[config.mk]
export PLATFORM = sky130hd
export DESIGN_NAME = unidad_salto
export DESIGN_NICKNAME = d
export VERILOG_FILES = /design/src/rtl/unidad_salto.sv
export SDC_FILE = /design/constraint.sdc
export NUM_CORES = 1
export LEC_CHECK = 0
export BUFFER_PORTS_ARGS = -buffer_cell sky130_fd_sc_hd__buf_2
export CORE_ASPECT_RATIO = 1.4
export CORE_UTILIZATION = 37
export DETAILED_ROUTE_END_ITERATION = 10
export PLACE_DENSITY = 0.72
export SLEW_MARGIN = 40
export SYNTH_ARGS = -nofsm -noshare
export SYNTH_HDL_FRONTEND = slang
export SYNTH_SLANG_ARGS = --single-unit
[constraint.sdc]
create_clock -name clk -period 6 [get_ports clk]
set_input_delay 1.8 -clock clk [delete_from_list [all_inputs] [get_ports clk]]
set_output_delay 1.8 -clock clk [all_outputs]
set_load 0.02 [all_outputs]
[src/rtl/unidad_salto.sv]
// ============================================================================
// unidad_salto : ID-stage branch resolution and operand-hazard stall control
// Revision     : 1.0
// ============================================================================
`default_nettype none

module unidad_salto (
  input  logic        clk,
  input  logic        reset_n,
  input  logic        branch_id,
  input  logic        bne_id,
  input  logic [4:0]  rs_id,
  input  logic [4:0]  rt_id,
  input  logic        igual,
  input  logic        regwrite_ex,
  input  logic        memread_ex,
  input  logic [4:0]  rd_ex,
  input  logic        memread_mem,
  input  logic [4:0]  rd_mem,
  input  logic [31:0] target_id,
  output logic        stall,
  output logic        flush_if_id,
  output logic        pc_src,
  output logic [31:0] pc_branch,
  output logic [15:0] branch_count,
  output logic [15:0] taken_count,
  output logic [15:0] stall_cycles
);

  typedef enum logic [1:0] {
    S_IDLE = 2'd0,
    S_WAIT = 2'd1,
    S_RES  = 2'd2
  } state_t;

  localparam logic [15:0] C_SAT = 16'hFFFF;

  state_t      state_q, state_d;
  logic [15:0] branch_count_q, taken_count_q, stall_cycles_q;
  logic        w_dep_ex, w_dep_mem, w_need2, w_need1, w_taken, w_resolve;

  always_comb begin
    w_dep_ex  = (rd_ex  != 5'd0) && ((rd_ex  == rs_id) || (rd_ex  == rt_id));
    w_dep_mem = (rd_mem != 5'd0) && ((rd_mem == rs_id) || (rd_mem == rt_id));
    w_need2   = memread_ex && w_dep_ex;
    w_need1   = !w_need2 && ((regwrite_ex && w_dep_ex) || (memread_mem && w_dep_mem));
    w_taken   = igual ^ bne_id;

    state_d   = state_q;
    stall     = 1'b0;
    w_resolve = 1'b0;

    case (state_q)
      S_IDLE: begin
        if (branch_id) begin
          if (w_need2) begin
            stall   = 1'b1;
            state_d = S_WAIT;
          end else if (w_need1) begin
            stall   = 1'b1;
            state_d = S_RES;
          end else begin
            w_resolve = 1'b1;
          end
        end
      end
      S_WAIT: begin
        if (branch_id) begin
          stall   = 1'b1;
          state_d = S_RES;
        end else begin
          state_d = S_IDLE;
        end
      end
      S_RES: begin
        w_resolve = branch_id;
        state_d   = S_IDLE;
      end
      default: state_d = S_IDLE;
    endcase

    // Reset suppresses resolution, but a stall already committed by WAIT still shows.
    if (!reset_n) begin
      w_resolve = 1'b0;
      state_d   = S_IDLE;
      if (state_q != S_WAIT) stall = 1'b0;
    end

    pc_src      = w_resolve && w_taken;
    flush_if_id = w_resolve && w_taken;
    pc_branch   = target_id;
  end

  always_ff @(posedge clk) begin
    if (!reset_n) begin
      state_q        <= S_IDLE;
      branch_count_q <= 16'd0;
      taken_count_q  <= 16'd0;
      stall_cycles_q <= 16'd0;
    end else begin
      state_q <= state_d;
      if (w_resolve && (branch_count_q != C_SAT))
        branch_count_q <= branch_count_q + 16'd1;
      if (w_resolve && w_taken && (taken_count_q != C_SAT))
        taken_count_q <= taken_count_q + 16'd1;
      if (stall && (stall_cycles_q != C_SAT))
        stall_cycles_q <= stall_cycles_q + 16'd1;
    end
  end

  assign branch_count = branch_count_q;
  assign taken_count  = taken_count_q;
  assign stall_cycles = stall_cycles_q;

endmodule

`default_nettype wire

==> reports/qor.yml <==
end_kind: "output pin"
yosys.area.top_type: "dfxtp_1"
status: "complete, no violations"
layout-drive-gt1-share: 0.220
clk_pin_slew_ns: 0.09
synth-seq-cells: 50
worstHoldEndpoint: "branch_count[7]$_SDFFE_PN0P_"
clock_sinks: 50
timing.rr.start: "taken_count[0]$_SDFFE_PN0P_"
core_um2: 7890
worstReg2RegEnd: "taken_count[6]$_SDFFE_PN0P_"
syn_to_final_growth_pct: 10.7
synthCells: 383
setup_tns_ns: 0
seq_area_frac_synth: 0.328
rrSetupSlack_ns: 3.69
hp-class: "reg2reg"
synthTopCellsByArea: "dfxtp_1 (33%), buf_4 (8.1%), xor2_1 (5.2%)"
max_clock_freq_mhz: 188
htree_levels: 2
rsz0062_at_grt: "false"
final_util: 0.428
die_h_um: 109
yosys-top-cells-count: "dfxtp_1 (50), buf_4 (33), nand2_1 (30)"
die_w_um: 78.8
drt_first_iter_violations: 103
cts_root_buffer: "clkbuf_8"
diodes: 0
required_ns: 4.20
wire_per_inst_um: 15.0
syn_avg_cell_area_um2: 7.97
wl_met1_um: 3270
post_cts_buffers: 0
cts_buffer_depth: 2
place_congestion: 0.803
power_density_nw_per_um2: 194
placement_rows: 38
async_reset_ff_frac: 0
top_layer: "met4"
tightest_slew_ns: 0.792
drc: 0
vias_per_cell: 5.78
worst-path-max-fanout: 5
synth_top_area_share: 0.328
start_util: 0.387
synth-edff-count: 0
synth_nets: 446
post-dp-hpwl_um: 5490
grt_pass1_wl_um: 12800
cap_violations: 0
fin_nets: 480
cp.arrival_ns: 3.53
cts_tree: "done"
yosys_warnings: 0
rr_worst_depth: 8
cts_resized: 0
synth-main-ff-cell: "dfxtp_1"
min_path_cells: 2
wl_met2_um: 3820
netlist_area_um2: 3050
synth_cell_types: 39
ios: 143
cts_hold_buf: 0
fin_crit_sh: 0.888
setup_viol_count_final: 0
setup_slack_ns: 0.669
leakage_uw: 0.00127
antenna_found_initial: 0
peakVddDrop_mv: 0.0901
power_uw: 654
vias: 2993
drv_slew: 0
period_minus_slack_ns: 5.33
relSlewSlack: 0.468
pre_cts_ws_ns: 0.645
grt_usage: 0.187
clock_latency_ns: 0.30
worstSetupPathType: "in2out"
dr.pass1.iters: 5
die-area_um2: 8620
hold_path_startpoint: "branch_count[7]$_SDFFE_PN0P_"
fin_skew_ns: 0.00704
grt_pass1_vias: 2715
numPortBuffers: 78
numCtsBuffers: 5
ant_nets: 0
grt-ovfl-total: 0
met3_length_um: 358
totalWireLength_um: 7780
hold_violations: 0
yosysMostFrequentCell: "dfxtp_1"
critPathLaunchType: "input pin"
grt_max_degree: 33
## kinds of logic after synthesis
group	Yosys count	synth area share
buf+inv	65	0.122
xor+xnor	22	0.0631
simple gates	152	0.276
compound gates	81	0.166
flops	50	0.328
mux	10	0.0328
fa+ha+maj	3	0.0123
## flip-flops by register name (all words and copies together), names as in the netlist
signal	flops
state_q	2
branch_count	16
stall_cycles	16
taken_count	16
## where the power goes
| group | switching, uW | internal, uW |
|---|---|---|
| sequential | 6.00 | 335 |
| combinational | 48.7 | 26.0 |
| clock | 113 | 125 |
| total | 168 | 486 |
## cells in the final DEF (no fill, tap or decap), drive strengths merged
cell type,count
a21oi,26
a22oi,1
a32oi,1
a41oi,1
and2,2
and3,9
and4,1
buf,83
bufinv,1
clkbuf,7
clkinv,1
dfxtp,50
ha,3
inv,8
mux2i,10
nand2,30
nand2b,7
nand3,18
nand3b,2
nand4,20
nor2,9
nor3,13
nor3b,1
nor4,8
o211ai,6
o21a,2
o21ai,20
o311a,1
o31a,3
o31ai,17
o32a,1
o41ai,2
or2,1
or3,14
or4,17
xnor2,4
xor2,18
## worst max-delay path, stage by stage
cell,delay [ns]
buf_2,0.12
or4_1,0.53
nor2_1,0.15
o32a_1,0.31
nor2_2,0.06
nor3_1,0.33
buf_2,0.23
## worst max-delay path by stage
| stage | depth (start not counted) | from | to |
|---|---|---|---|
| floorplan | 8 | rd_mem[1] | pc_src |
| global placement | 7 | rd_ex[1] | flush_if_id |
| detailed placement | 7 | rd_ex[1] | pc_src |
| CTS | 7 | rd_ex[1] | pc_src |
| global route | 7 | rd_mem[1] | flush_if_id |
| finish | 7 | rd_ex[1] | pc_src |
## area by class of cell
| type | count | area [um^2] |
|---|---|---|
| clock buffers | 7 | 76.3 |
| clock inverters | 1 | 30.0 |
| fillers | 826 | 4510 |
| inverters | 9 | 33.8 |
| multi-input cells | 268 | 1690 |
| flip-flops and latches | 50 | 1000 |
| well taps | 100 | 125 |
| repair buffers | 83 | 428 |
## per-stage QoR
stage / instance area (um^2) / hold slack (ns) / instances
2_1_floorplan: 3050 / 0.481 / 383
4_1_cts: 3380 / 0.489 / 518
3_5_place_dp: 3270 / 0.467 / 510
5_1_grt: 3380 / 0.510 / 518
6_report: 3380 / 0.489 / 518
3_3_place_gp: 3270 / 0.462 / 510
## layer usage
| layer | track usage | vias up |
|---|---|---|
| met1 | 0.209 | 1420 |
| met4 | 0.114 | 0 |
| li1 | - | 1453 |
| met2 | 0.330 | 89 |
| met5 | 0 | - |
| met3 | 0.0307 | 31 |
Power figures use the tool's default switching activity.
